[src/rtl/seg7_pkg.sv]
// Shared types and constants for the seven-segment display path.
// Segment patterns are active-low {g,f,e,d,c,b,a}.
package seg7_pkg;
  typedef logic [6:0] seg_t;

  localparam seg_t SEG_0 = 7'b1000000;
  localparam seg_t SEG_1 = 7'b1111001;
  localparam seg_t SEG_2 = 7'b0100100;
  localparam seg_t SEG_3 = 7'b0110000;
  localparam seg_t SEG_4 = 7'b0011001;
  localparam seg_t SEG_5 = 7'b0010010;
  localparam seg_t SEG_6 = 7'b0000010;
  localparam seg_t SEG_7 = 7'b1111000;
  localparam seg_t SEG_8 = 7'b0000000;
  localparam seg_t SEG_9 = 7'b0010000;
  localparam seg_t SEG_A = 7'b0001000;
  localparam seg_t SEG_B = 7'b0000011;
  localparam seg_t SEG_C = 7'b1000110;
  localparam seg_t SEG_D = 7'b0100001;
  localparam seg_t SEG_E = 7'b0000110;
  localparam seg_t SEG_F = 7'b0001110;

  localparam seg_t       SEG_BLANK = 7'h7F;
  localparam logic [7:0] AN_OFF    = 8'hFF;
endpackage

[src/rtl/hex_to_seg.sv]
// Combinational hex nibble to active-low segment decoder; zero latency.
// Shared with the LED/debug paths, so it carries no state.
module hex_to_seg
  import seg7_pkg::*;
(
  input  logic [3:0] i_nib,
  output seg_t       o_seg
);

  always_comb begin
    o_seg = SEG_BLANK;
    case (i_nib)
      4'h0: o_seg = SEG_0;
      4'h1: o_seg = SEG_1;
      4'h2: o_seg = SEG_2;
      4'h3: o_seg = SEG_3;
      4'h4: o_seg = SEG_4;
      4'h5: o_seg = SEG_5;
      4'h6: o_seg = SEG_6;
      4'h7: o_seg = SEG_7;
      4'h8: o_seg = SEG_8;
      4'h9: o_seg = SEG_9;
      4'hA: o_seg = SEG_A;
      4'hB: o_seg = SEG_B;
      4'hC: o_seg = SEG_C;
      4'hD: o_seg = SEG_D;
      4'hE: o_seg = SEG_E;
      4'hF: o_seg = SEG_F;
      default: o_seg = SEG_BLANK;
    endcase
  end

endmodule

[src/rtl/seg7_scan.sv]
// Eight-digit multiplexed seven-segment scanner with per-frame input snapshot.
// All outputs registered, one cycle behind the counter/snapshot state; no backpressure.
module seg7_scan
  import seg7_pkg::*;
#(
  parameter int REFRESH_DIV  = 100000,
  parameter int BLANK_CYCLES = 16
) (
  input  logic        clk,
  input  logic        rst,
  input  logic [31:0] value_in,
  input  logic [7:0]  dp_in,
  input  logic        blank_lz,
  output logic [7:0]  an,
  output logic [6:0]  seg,
  output logic        dp,
  output logic        frame_o
);

  localparam int CW = $clog2(REFRESH_DIV);

  logic [CW-1:0] r_cnt;
  logic [2:0]    r_idx;
  logic [31:0]   r_snap_val;
  logic [7:0]    r_snap_dp;
  logic          r_snap_lz;
  logic [7:0]    r_an;
  seg_t          r_seg;
  logic          r_dp;
  logic          r_frame;

  logic          w_tick;
  logic          w_gap;
  logic          w_lz_blank;
  logic [3:0]    w_nib;
  seg_t          w_dec;
  logic [7:0]    w_an_on;

  assign w_tick  = (r_cnt == CW'(REFRESH_DIV - 1));
  assign w_nib   = r_snap_val[{r_idx, 2'b00} +: 4];
  assign w_an_on = ~(8'b1 << r_idx);

  // A digit is a leading zero when it and everything to its left is zero.
  assign w_lz_blank = r_snap_lz && (r_idx != 3'd0) &&
                      ((r_snap_val >> {r_idx, 2'b00}) == 32'd0);

  generate
    if (BLANK_CYCLES == 0) begin : g_no_gap
      assign w_gap = 1'b0;
    end else begin : g_gap
      assign w_gap = (32'(r_cnt) < 32'(BLANK_CYCLES));
    end
  endgenerate

  hex_to_seg u_hex_to_seg (
    .i_nib (w_nib),
    .o_seg (w_dec)
  );

  always_ff @(posedge clk) begin
    if (rst) begin
      r_cnt      <= '0;
      r_idx      <= 3'd0;
      r_snap_val <= 32'd0;
      r_snap_dp  <= 8'd0;
      r_snap_lz  <= 1'b0;
      r_an       <= AN_OFF;
      r_seg      <= SEG_BLANK;
      r_dp       <= 1'b1;
      r_frame    <= 1'b0;
    end else begin
      if (w_tick) begin
        r_cnt <= '0;
        r_idx <= r_idx + 3'd1;
      end else begin
        r_cnt <= r_cnt + CW'(1);
      end

      // Sampling only at the frame boundary keeps every frame self-consistent.
      if (w_tick && (r_idx == 3'd7)) begin
        r_snap_val <= value_in;
        r_snap_dp  <= dp_in;
        r_snap_lz  <= blank_lz;
      end

      r_frame <= w_tick && (r_idx == 3'd7);
      r_an    <= w_gap ? AN_OFF : w_an_on;
      r_seg   <= w_lz_blank ? SEG_BLANK : w_dec;
      r_dp    <= ~r_snap_dp[r_idx];
    end
  end

  assign an      = r_an;
  assign seg     = r_seg;
  assign dp      = r_dp;
  assign frame_o = r_frame;

endmodule

[config.mk]
export PLATFORM = sky130hd
export DESIGN_NAME = seg7_scan
export DESIGN_NICKNAME = d
export VERILOG_FILES = /design/src/rtl/seg7_pkg.sv /design/src/rtl/hex_to_seg.sv /design/src/rtl/seg7_scan.sv
export SDC_FILE = /design/constraint.sdc
export NUM_CORES = 1
export LEC_CHECK = 0
export ABC_AREA = 1
export CORE_UTILIZATION = 30
export DETAILED_ROUTE_END_ITERATION = 8
export PLACE_DENSITY = 0.53
export REMOVE_ABC_BUFFERS = 1
export SLEW_MARGIN = 20
export SYNTH_ARGS = -nofsm -noshare
export SYNTH_HDL_FRONTEND = slang
export SYNTH_SLANG_ARGS = --single-unit
[constraint.sdc]
create_clock -name clk -period 5.9 [get_ports clk]
set_clock_uncertainty 0.15 [all_clocks]
set_input_delay 1.18 -clock clk [delete_from_list [all_inputs] [get_ports clk]]
set_output_delay 1.18 -clock clk [all_outputs]
set_load 0.02 [all_outputs]
# [Yosys cells after proc, flatten, opt, wreduce, memory -nomap -nowiden]
# Memories as Yosys holds them, arrays and structs flattened. A register that Yosys moved wholly into a read port is not among the register bits.
# Cells that the tools add are included.
# W data, S select, Z words.
[op_classes] addsub=2 magnitude_cmp=2 eq_ne=2 shifts=3 mux=2 bitwise_logic=2 n_reduce_logical=8
[op_table] cell="$logic_not A32 Y1" count=1
[op_table] cell="$shiftx A32 B6 Y4" count=1
[op_table] cell="$shr A32 B5 Y32" count=1
[op_table] cell="$add A17 B1 Y17 const B" count=1
[op_table] cell="$eq A17 B17 Y1 const B" count=1
[op_table] cell="$lt A17 B5 Y1 const B" count=1
[op_table] cell="$not A8 Y8" count=1
[op_table] cell="$shl A1 B3 Y8 const A" count=1
[op_table] cell="$reduce_or A2 Y1" count=3
[op_table] cell="$lt A3 B4 Y1 const B" count=1
[op_table] cell="$add A3 B1 Y3 const B" count=1
[op_table] cell="$bmux W1 S3" count=1
[op_table] cell="$eq A3 B3 Y1 const B" count=1
[op_table] cell="$logic_and A1 B1 Y1" count=3
[op_table] cell="$reduce_bool A3 Y1" count=1
[op_table] cell="$mux W1" count=1
[op_table] cell="$not A1 Y1" count=1
[word_totals] ff_bits=71 romBits=112 inputBits=43 n_memories=1
[memory_table] memory="(name not given)" words=16 word_bits=7 read_ports=1 rd_ports_with_merged_regs=1 wr=0 line_no="hex_to_seg.sv:12" source="case (i_nib)"

# [Depth between registers and ports, before layout]
# Gate-level depths: netlist of the first run.
[depth] depth_word=4 mapped_depth=19 ltp_nobuf=18

# [Cells and area by module]
# From an unflattened synthesis of the first run, not the netlist that was laid out.
[hier_totals] cells_unflattened=574 hier_area_um2=4047.6
[modules_own_cells] mod="seg7_scan" n_inst=1 cells_per_inst=525 area_each_um2=3773.6 seq_area_each_um2=1561.5
[modules_own_cells] mod="hex_to_seg" n_inst=1 cells_per_inst=49 area_each_um2=274.0 seq_area_each_um2=0.0

# [Worst setup path after synthesis of the first run]
# Ideal clock, no wire load.
[synth_path] path_type="register to register" from="register r_idx[0]" to="register r_seg[0], in the netlist seg[0]" arrival_ns=2.018 required_time_ns=5.617 path_slack_ns=3.600 stages_incl_launch_ff=19 period_less_slack_ns=2.300 path_cell_list="dfxtp_1 inv_2 buf_6 buf_6 o211ai_1 nand3_1 nand2_1 inv_1 ha_1 nand2_1 nor2_1 o21ai_0 inv_1 o21ai_0 inv_1 nand3_1 nor2_1 nand2_2 nand3_1"
[synth_between] elab_chain_cells=4 elab_cells_between_ends=7 classes_between="2 x shift; 5 x reduce/logical"
[synth_lines] element="start, declared" line_no="seg7_scan.sv:23" source="logic [2:0] r_idx;"
[synth_lines] element="start signal, assigned" line_no="seg7_scan.sv:74" source="r_idx <= r_idx + 3'd1;"
[synth_lines] element="$shr A32 B5 Y32 or $reduce_bool A3 Y1 (tied branches)" line_no="seg7_scan.sv:45, seg7_scan.sv:44"
[synth_lines] element="$logic_not A32 Y1 or $logic_and A1 B1 Y1 (tied branches)" line_no="seg7_scan.sv:45, seg7_scan.sv:44"
[synth_lines] element="$logic_and A1 B1 Y1" line_no="seg7_scan.sv:44" source="assign w_lz_blank = r_snap_lz && (r_idx != 3'd0) &&"
[synth_lines] element="$reduce_or A2 Y1 (no line)"
[synth_lines] element="end, declared" line_no="seg7_scan.sv:28" source="seg_t r_seg;"
# Several ways; a longest one is shown, not always the timed one.
# A chain may end at the register's enable or synchronous reset.

# [Final worst setup path of the first run]
[layout_path] from="input rst" to="register r_cnt[11]"
[layout_between] elab_chain_cells=1
[layout_lines] element="start, declared" line_no="seg7_scan.sv:10" source="input logic rst,"
[layout_lines] element="$reduce_or A2 Y1 (no line)"
[layout_lines] element="end signal, assigned" line_no="seg7_scan.sv:76" source="r_cnt <= r_cnt + CW'(1);"
[layout_lines] element="end, declared" line_no="seg7_scan.sv:22" source="logic [CW-1:0] r_cnt;"
# Every way passes these cells.

==> flow_metrics.py, run 1 <==
metrics = {
    "flow_run": {
        "cap_viol_max_count": 0,
    },
    "worst_setup_path": {
        "cp_cell_sequence": "clkdlybuf4s50_1 > inv_1 > buf_4 > nand2_1 > o21bai_1 > a21oi_1",
        "end_kind": "register",
        "arrival_ns": 3.43,
        "worstPathMaxFanout": 34,
        "worstPathRequired_ns": 6.01,
        "startpoint_type": "input pin",
        "critPathMaxStageDelay_ns": 0.88,
        "path_class": "in -> reg",
        "slowest_stage": "clkdlybuf4s50_1",
    },
    "sta": {
        "fin_crit_sh_pct": 56.2,
        "hold_violations": 0,
        "max_freq_mhz": 302,
        "fin_crit_ns": 3.31,
        "relSlewSlack_pct": 37.8,
        "drv_slew": 0,
        "rsz0062_at_grt": "no",
        "setup_tns_ns": 0,
        "worst_pin_slew_ns": 0.930,
        "setup_violations": 0,
    },
    "clock_network": {
        "clk_latency_ns": 0.34,
        "hold_buffers": 0,
        "clockBufferDepth": 2,
        "htree_levels": 3,
        "cts_tree": "yes",
        "root_buffer": "clkbuf_16",
        "cts_buffers": 9,
        "clkSinkCount": 78,
        "path_clk_slew_ns": 0.06,
        "cts_setup_buffers": 0,
        "cts_repair_resize_count": 0,
    },
    "route": {
        "drt-pass1-iter-count": 5,
        "vias": 3763,
        "drt_iter0_drc": 223,
        "drc": 0,
        "routedWlPerCell_um": 12.1,
        "viasPerCell": 4.64,
        "totalWireLength_um": 9800,
        "ant_nets": 0,
    },
    "logic_synthesis": {
        "syn_area_um2": 3970,
        "yosys_warnings": 0,
        "avgSynthCellArea_um2": 6.75,
        "ys_seq_area_share_pct": 39.3,
        "ys_seq_elements": 78,
        "synthCells": 588,
        "synth.distinct_cells": 30,
    },
    "floorplanning": {
        "num_rows": 41,
        "die_h_um": 117,
        "pin_count": 60,
        "core-area_um2": 12800,
        "die_area_um2": 13700,
        "initial_core_util_pct": 31.1,
        "die_w_um": 117,
    },
    "place": {
        "dp_hpwl_um": 6900,
        "place.port_buffers": 59,
        "place_inst": 795,
        "gp_congestion": 0.860,
        "place_area_um2": 4650,
    },
    "cells_and_area": {
        "fin_area_um2": 5000,
        "multi_input_area_um2": 2050,
        "drive_above_1_share_pct": 5.01,
        "area_growth_pct": 25.9,
        "final_common_cell": "nand2_1",
        "n_antenna_cell": 0,
        "regArea_um2": 1560,
        "stdcell_count": 811,
        "final_cell_mix": "nand2_1 (147), nor2_1 (102), dfxtp_1 (78)",
        "fillers": 1340,
        "final_nets": 689,
    },
    "grt": {
        "overflow": 0,
        "antenna_found_initial": 0,
        "first_global_vias": 3559,
        "grt_pass1_wl_um": 16400,
        "grt_usage_pct": 15.5,
        "grt_max_degree": 36,
    },
    "hold_path": {
        "hp-class": "reg -> reg",
    },
    "pwr": {
        "p_leak_nw": 2.10,
        "powerDensity_nw_per_um2": 245,
        "ir_worst_vdd_uv": 193,
    },
    "run_status": {
        "status": "completed",
    },
}
## Yosys cell counts
library cell	count	area, µm²
nand2_1	147	552
nor2_1	103	387
dfxtp_1	78	1560
inv_1	56	210
nand3_1	50	250
o21ai_0	42	210
a211oi_1	20	150
a21oi_1	16	80.1
buf_2	12	60.1
ha_1	12	150
clkbuf_1	8	30.0
nand4_1	5	31.3
o211ai_1	5	37.5
nand2_2	4	25.0
o21ai_1	4	20.0
buf_4	3	22.5
buf_6	3	33.8
nor3_1	3	15.0
or2_2	3	18.8
nor3_2	2	20.0
nor4_1	2	12.5
xor2_1	2	17.5
buf_1	1	3.75
inv_2	1	3.75
nand3_2	1	10.0
nand4_2	1	12.5
nor3b_1	1	7.51
nor4_4	1	21.3
o21a_1	1	7.51
o21bai_1	1	7.51
## area by class of cell
class / instances / area share (%)
repair buffers: 62 / 12.3
clock inverters: 5 / 2.13
multi-input cells: 426 / 40.9
well taps: 172 / 4.31
inverters: 57 / 4.28
flip-flops and latches: 78 / 31.2
clock buffers: 11 / 4.86
## report_power, final
part	switching, mW	internal [mW]	total, mW
sequential	0.00163	0.531	0.532
combinational	0.0170	0.0308	0.0479
clock	0.217	0.426	0.643
total	0.236	0.987	1.22
## critical path, delay by kind of cell
kind / cells / cell delay, ns
simple gates: 1 / 0.41
buf+inv: 3 / 1.39
compound gates: 2 / 0.43
## path summary, 6_finish.rpt
| path | end | start | slack [ns] | cells past startpoint |
|---|---|---|---|---|
| worst max-delay path | r_cnt[11] | rst | 2.59 | 6 |
| worst min-delay path | r_cnt[0] | r_cnt[0] | 0.29 | 1 |
| worst max register to register | seg[5] | r_idx[1] | 2.64 | 16 |
| worst min register to register | r_cnt[0] | r_cnt[0] | 0.29 | 1 |
## through the flow
| stage | hold WS [ns] | power (mW) | worst slack (ns) | utilization (%) |
|---|---|---|---|---|
| floorplan | 0.268 | 0.554 | 3.05 | - |
| global placement | 0.275 | 0.591 | 2.29 | 36.4 |
| detailed placement | 0.293 | 0.592 | 2.25 | 36.4 |
| CTS | 0.302 | 1.24 | 2.59 | 39.1 |
| global route | 0.322 | 1.26 | 2.27 | 39.1 |
| finish | 0.293 | 1.22 | 2.59 | 39.1 |
## sequential cells by signal (all words and copies together), names as in the netlist
register    count
an              8
dp              1
frame_o         1
r_cnt          17
r_idx           3
r_snap_dp       8
r_snap_lz       1
r_snap_val     32
seg             7
## cell families (layout without fill, tap and decap cells)
group	count (synthesis)	in the layout	synth area share (%)
AND/OR/NAND/NOR	323	323	34.3
AO/OA/AOI/OAI	89	89	12.9
buffers and inverters	84	135	9.17
flip-flops	78	78	39.3
adder cells (fa/ha/maj)	12	12	3.78
XOR/XNOR	2	2	0.441
## layer usage
metal / GRT usage [%] / routed length, µm / vias to the layer above
li1: - / - / 1982
met1: 18.8 / 4490 / 1707
met2: 26.9 / 4790 / 62
met3: 3.66 / 367 / 12
met4: 5.23 / 148 / 0
met5: 0 / 0 / -
No activity file was read; power rests on OpenSTA's default activity.
==> run 2, diff against run 1 <==
clock period = 3.15 ns   (was 5.9 ns; I/O delays follow)
==> run 2 against run 1 <==
Combinational power is 90% higher. Design area hardly changed. Utilization hardly changed. Die area stayed put. Critical path depth is 11 higher. First-iteration DRC count is 37% lower. Sequential cell count stayed put. Global-route usage is 0.27 points higher. Wire length is 1.3% higher. Sequential share of layout area hardly changed. Non-clock buffer count is 8 higher. Final cell count is 0.86% higher. Critical path type is now reg -> reg.
==> flow_metrics.py, run 2 (synthesis gave the netlist of run 1 again) <==
metrics = {
    "sta": {
        "hold_ws_ns": 0.310,
        "hold_violations": 0,
        "fin_crit_ns": 2.54,
        "max_freq_mhz": 394,
        "rsz0062_at_grt": "no",
        "setup_tns_ns": 0,
        "fin_crit_sh_pct": 80.5,
        "setup_violations": 0,
        "worst_pin_slew_ns": 0.558,
        "relSlewSlack_pct": 62.7,
        "drv_slew": 0,
    },
    "grt": {
        "first_global_vias": 3468,
        "grt_pass1_wl_um": 16400,
        "overflow": 0,
        "antenna_found_initial": 0,
        "grt_max_degree": 32,
        "grt_usage_pct": 15.7,
    },
    "floorplanning": {
        "die_w_um": 117,
        "core-area_um2": 12800,
        "die_h_um": 117,
        "die_area_um2": 13700,
        "num_rows": 41,
        "initial_core_util_pct": 31.1,
        "pin_count": 60,
    },
    "worst_setup_path": {
        "worstPathMaxFanout": 13,
        "startpoint_type": "register",
        "path_class": "reg -> reg",
        "end_kind": "register",
        "worstPathRequired_ns": 3.27,
        "arrival_ns": 2.66,
    },
    "route": {
        "drt_iter0_drc": 140,
        "met3WireLength_um": 376,
        "ant_nets": 0,
        "vias": 3802,
        "routedWlPerCell_um": 12.1,
        "drc": 0,
        "viasPerCell": 4.65,
        "totalWireLength_um": 9920,
        "drt-pass1-iter-count": 4,
        "wl_met1_um": 4520,
        "wl_met2_um": 4850,
        "top_layer": "met4",
    },
    "clock_network": {
        "cts_repair_resize_count": 0,
        "cts_tree": "yes",
        "hold_buffers": 0,
        "clk_latency_ns": 0.34,
        "clkSinkCount": 78,
        "clockBufferDepth": 2,
        "htree_levels": 3,
        "root_buffer": "clkbuf_16",
        "cts_buffers": 9,
        "cts_setup_buffers": 0,
        "path_clk_slew_ns": 0.06,
    },
    "cells_and_area": {
        "fin_area_um2": 5000,
        "top_regs": "r_snap_val (32), r_cnt (17)",
        "final_common_cell": "nand2_1",
        "drive_above_1_share_pct": 6.04,
        "area_growth_pct": 25.9,
        "largest_register_ff_count": 32,
        "regMostFlops": "r_snap_val",
        "n_antenna_cell": 0,
        "final_cell_mix": "nand2_1 (147), nor2_1 (103), dfxtp_1 (78)",
        "final_nets": 697,
    },
    "place": {
        "place_area_um2": 4710,
        "gp_congestion": 0.827,
        "place.port_buffers": 59,
        "dp_hpwl_um": 7330,
    },
    "flow_run": {
        "cap_viol_max_count": 0,
    },
    "pwr": {
        "p_leak_nw": 2.12,
        "ir_worst_vdd_uv": 186,
        "powerDensity_nw_per_um2": 420,
    },
    "hold_path": {
        "hp-class": "reg -> reg",
    },
    "run_status": {
        "status": "completed",
    },
}
[run 2: final timing paths]
kind	slack (ns)	endpoint	cells past startpoint	startpoint
setup / recovery	0.61	seg[2]	17	r_idx[0]
hold / removal	0.31	r_cnt[0]	1	r_cnt[0]
setup reg to reg	0.61	seg[2]	17	r_idx[0]
hold reg to reg	0.31	r_cnt[0]	1	r_cnt[0]
[run 2: report_power, final]
part	leakage (nW)	switching (mW)	internal [mW]
clock	0.148	0.384	0.624
sequential	0.631	0.00318	0.994
combinational	1.34	0.0326	0.0586
total	2.12	0.420	1.68
[run 2: layout make-up]
| type | instances | area [µm²] |
|---|---|---|
| fill | 1328 | 7780 |
| clock inverter | 5 | 50.0 |
| multi-input combinational | 426 | 2040 |
| timing repair buffer | 70 | 673 |
| tap | 172 | 215 |
| sequential | 78 | 1560 |
| inverter | 57 | 214 |
| clock buffer | 10 | 239 |
[run 2: stage by stage]
stage / instances / power (mW) / util [%] / setup slack (ns)
finish: 818 / 2.10 / 39.1 / 0.615
global route: 818 / 2.17 / 39.1 / 0.232
CTS: 818 / 2.13 / 39.1 / 0.602
detailed placement: 803 / 1.11 / 36.8 / 0.570
global placement: 803 / 1.11 / 36.8 / 0.576
floorplan: 561 / 1.04 / - / 0.303
[run 2: per-layer routing]
metal  track usage, %  vias to the layer above
li1                 -                     2000
met1             18.9                     1732
met2             27.0                       56
met3             4.07                       14
met4             5.99                        0
met5                0                        -
[run 2: critical path, stage by stage (launching register included)]
cell	delay (ns)
dfxtp_1	0.54
inv_2	0.18
nand2_1	0.09
o21ai_0	0.09
o21ai_1	0.18
nand2_1	0.07
nand2_1	0.13
ha_1	0.23
nand2_1	0.07
nor2_1	0.09
o21ai_0	0.08
inv_1	0.05
o21ai_0	0.07
inv_1	0.05
nand3_1	0.06
nor2_1	0.11
nand2_2	0.13
nand3_1	0.10
==> run 3, diff against run 2 <==
clock period = 2.6 ns   (was 3.15 ns; I/O delays follow)
==> run 3 against run 2 <==
Non-clock buffer count is 2 higher. Total power is 30% higher. Largest cell class unchanged. Global-route usage rose by 0.36 points. Sequential share of layout area is 0.32 points lower.
==> flow_metrics.py, run 3 (synthesis gave the netlist of run 1 again) <==
metrics = {
    "run_status": {
        "status": "completed",
    },
    "floorplanning": {
        "core-area_um2": 12800,
        "num_rows": 41,
        "die_w_um": 117,
        "initial_core_util_pct": 31.1,
        "die_h_um": 117,
        "die_area_um2": 13700,
        "pin_count": 60,
    },
    "worst_setup_path": {
        "crit_buf_inv": 3,
        "r2r_setup_slack_ns": 0.34,
        "critPathLaunch": "r_idx[0]",
        "crit_cells": 17,
        "r2r_start": "r_idx[0]",
        "arrival_ns": 2.39,
        "reg2reg_to": "seg[2]",
        "path_class": "reg -> reg",
        "cp_common_cell": "nand2_1",
        "crit_family": "simple AND/OR/NAND/NOR gates",
        "cp_cell_sequence": "inv_4 > nand2_1 > o21ai_0 > o21ai_1 > nand2_1 > nand2_1 > ha_1 > nand2_1 > nor2_1 > o21ai_0 > inv_1 > o21ai_0 > inv_1 > nand3_1 > nor2_1 > nand2_2 > nand3_1",
        "endpoint": "seg[2]",
        "end_kind": "register",
        "critPathMaxStageDelay_ns": 0.41,
        "slowest_stage": "dfxtp_4",
        "worstPathMaxFanout": 14,
        "startpoint_type": "register",
        "worstPathRequired_ns": 2.73,
        "r2r_cells": 17,
    },
    "clock_network": {
        "cts_tree": "yes",
        "cts_repair_resize_count": 0,
        "hold_buffers": 0,
        "cts_setup_buffers": 0,
        "htree_levels": 3,
        "clkSinkCount": 78,
        "path_clk_slew_ns": 0.06,
        "root_buffer": "clkbuf_16",
        "clockBufferDepth": 2,
        "cts_buffers": 9,
        "clk_latency_ns": 0.34,
    },
    "grt": {
        "grt_usage_pct": 16.1,
        "antenna_found_initial": 0,
        "first_global_vias": 3617,
        "grt_pass1_wl_um": 16900,
        "grt_max_degree": 34,
        "overflow": 0,
    },
    "sta": {
        "worst_pin_slew_ns": 0.574,
        "fin_crit_ns": 2.26,
        "drv_slew": 0,
        "rsz0062_at_grt": "no",
        "max_freq_mhz": 443,
        "fin_crit_sh_pct": 86.9,
        "relSlewSlack_pct": 61.7,
        "setup_violations": 0,
        "setup_tns_ns": 0,
        "hold_violations": 0,
    },
    "place": {
        "place.port_buffers": 59,
        "gp_congestion": 0.845,
        "place_area_um2": 4720,
        "dp_hpwl_um": 7410,
    },
    "route": {
        "vias": 3772,
        "routedWlPerCell_um": 12.1,
        "drc": 0,
        "drt-pass1-iter-count": 6,
        "totalWireLength_um": 9970,
        "drt_iter0_drc": 139,
        "viasPerCell": 4.59,
        "ant_nets": 0,
    },
    "cells_and_area": {
        "largest_register_ff_count": 32,
        "final_cell_mix": "nand2_1 (146), nor2_1 (103), dfxtp_1 (76)",
        "final_nets": 699,
        "area_growth_pct": 27.6,
        "fin_area_um2": 5060,
        "fillers": 1324,
        "drive_above_1_share_pct": 6.47,
        "regMostFlops": "r_snap_val",
        "n_antenna_cell": 0,
        "top_regs": "r_snap_val (32), r_cnt (17)",
        "final_common_cell": "nand2_1",
    },
    "pwr": {
        "combPwrFrac_pct": 4.1,
        "cellInternalPower_mw": 2.21,
        "seqPwrFrac_pct": 44.3,
        "ir_worst_vdd_uv": 232,
        "p_leak_nw": 2.14,
        "p_switching_mw": 0.517,
        "powerDensity_nw_per_um2": 539,
        "clock_power_share_pct": 51.7,
        "switching_share_pct": 18.9,
    },
    "hold_path": {
        "hp-class": "reg -> reg",
    },
    "flow_run": {
        "cap_viol_max_count": 0,
    },
}
## run 3: cell types whose count changed in the layout (fill, tap and decap cells not counted), sizes merged
cell	delta
clkinv	-3
clkbuf	+2
buf	+2
bufinv	+2
## run 3: per-stage QoR
step | hold slack (ns) | cells | power (mW) | setup WS, ns | util [%]
after CTS | 0.300 | 821 | 2.76 | 0.0814 | 39.6
after detailed placement | 0.287 | 805 | 1.35 | 0.0998 | 37.0
after global placement | 0.283 | 805 | 1.35 | 0.209 | 37.0
final | 0.295 | 821 | 2.73 | 0.341 | 39.6
after global routing | 0.345 | 821 | 2.82 | 0.0304 | 39.6
after floorplan | 0.268 | 561 | 1.26 | -0.247 | -
## run 3: area by class of cell
type	count	area [µm²]	area share (%)
Inverter	57	216	4.27
Clock buffer	12	236	4.67
Sequential cell	78	1570	30.9
Multi-Input combinational cell	426	2050	40.4
Clock inverter	4	95.1	1.88
Tap cell	172	215	4.25
Timing Repair Buffer	72	688	13.6
## run 3: power by group through the flow
stage	combinational [mW]	clock, mW	sequential (mW)
after floorplan	0.0172	0	1.24
after global placement	0.111	0	1.23
after detailed placement	0.112	0	1.23
after CTS	0.113	1.44	1.21
after global routing	0.121	1.49	1.21
final	0.111	1.41	1.21
## run 3: routing by layer
layer,GRT usage [%],part of all wire (%)
met1,19.1,46
met2,27.8,48
met3,3.45,3.6
met4,7.51,1.9
met5,0,0
## run 3: worst reg2reg max path: cells and delay by family, from the launching register on
kind            cells  cell delay (ns)
simple gates        9             0.80
compound gates      4             0.43
fa+ha+maj           1             0.21
flops               1             0.41
buf+inv             3             0.21
## run 3: how the worst min path moves through the flow
| stage | startpoint | endpoint | slack [ns] | cells after the start |
|---|---|---|---|---|
| after global placement | r_cnt[0] | r_cnt[0] | 0.28 | 1 |
| after floorplan | r_cnt[0] | r_cnt[0] | 0.27 | 1 |
| after detailed placement | r_cnt[0] | r_cnt[0] | 0.29 | 1 |
| after global routing | r_cnt[0] | r_cnt[0] | 0.35 | 1 |
| final | r_cnt[0] | r_cnt[0] | 0.29 | 1 |
| after CTS | r_cnt[0] | r_cnt[0] | 0.30 | 1 |
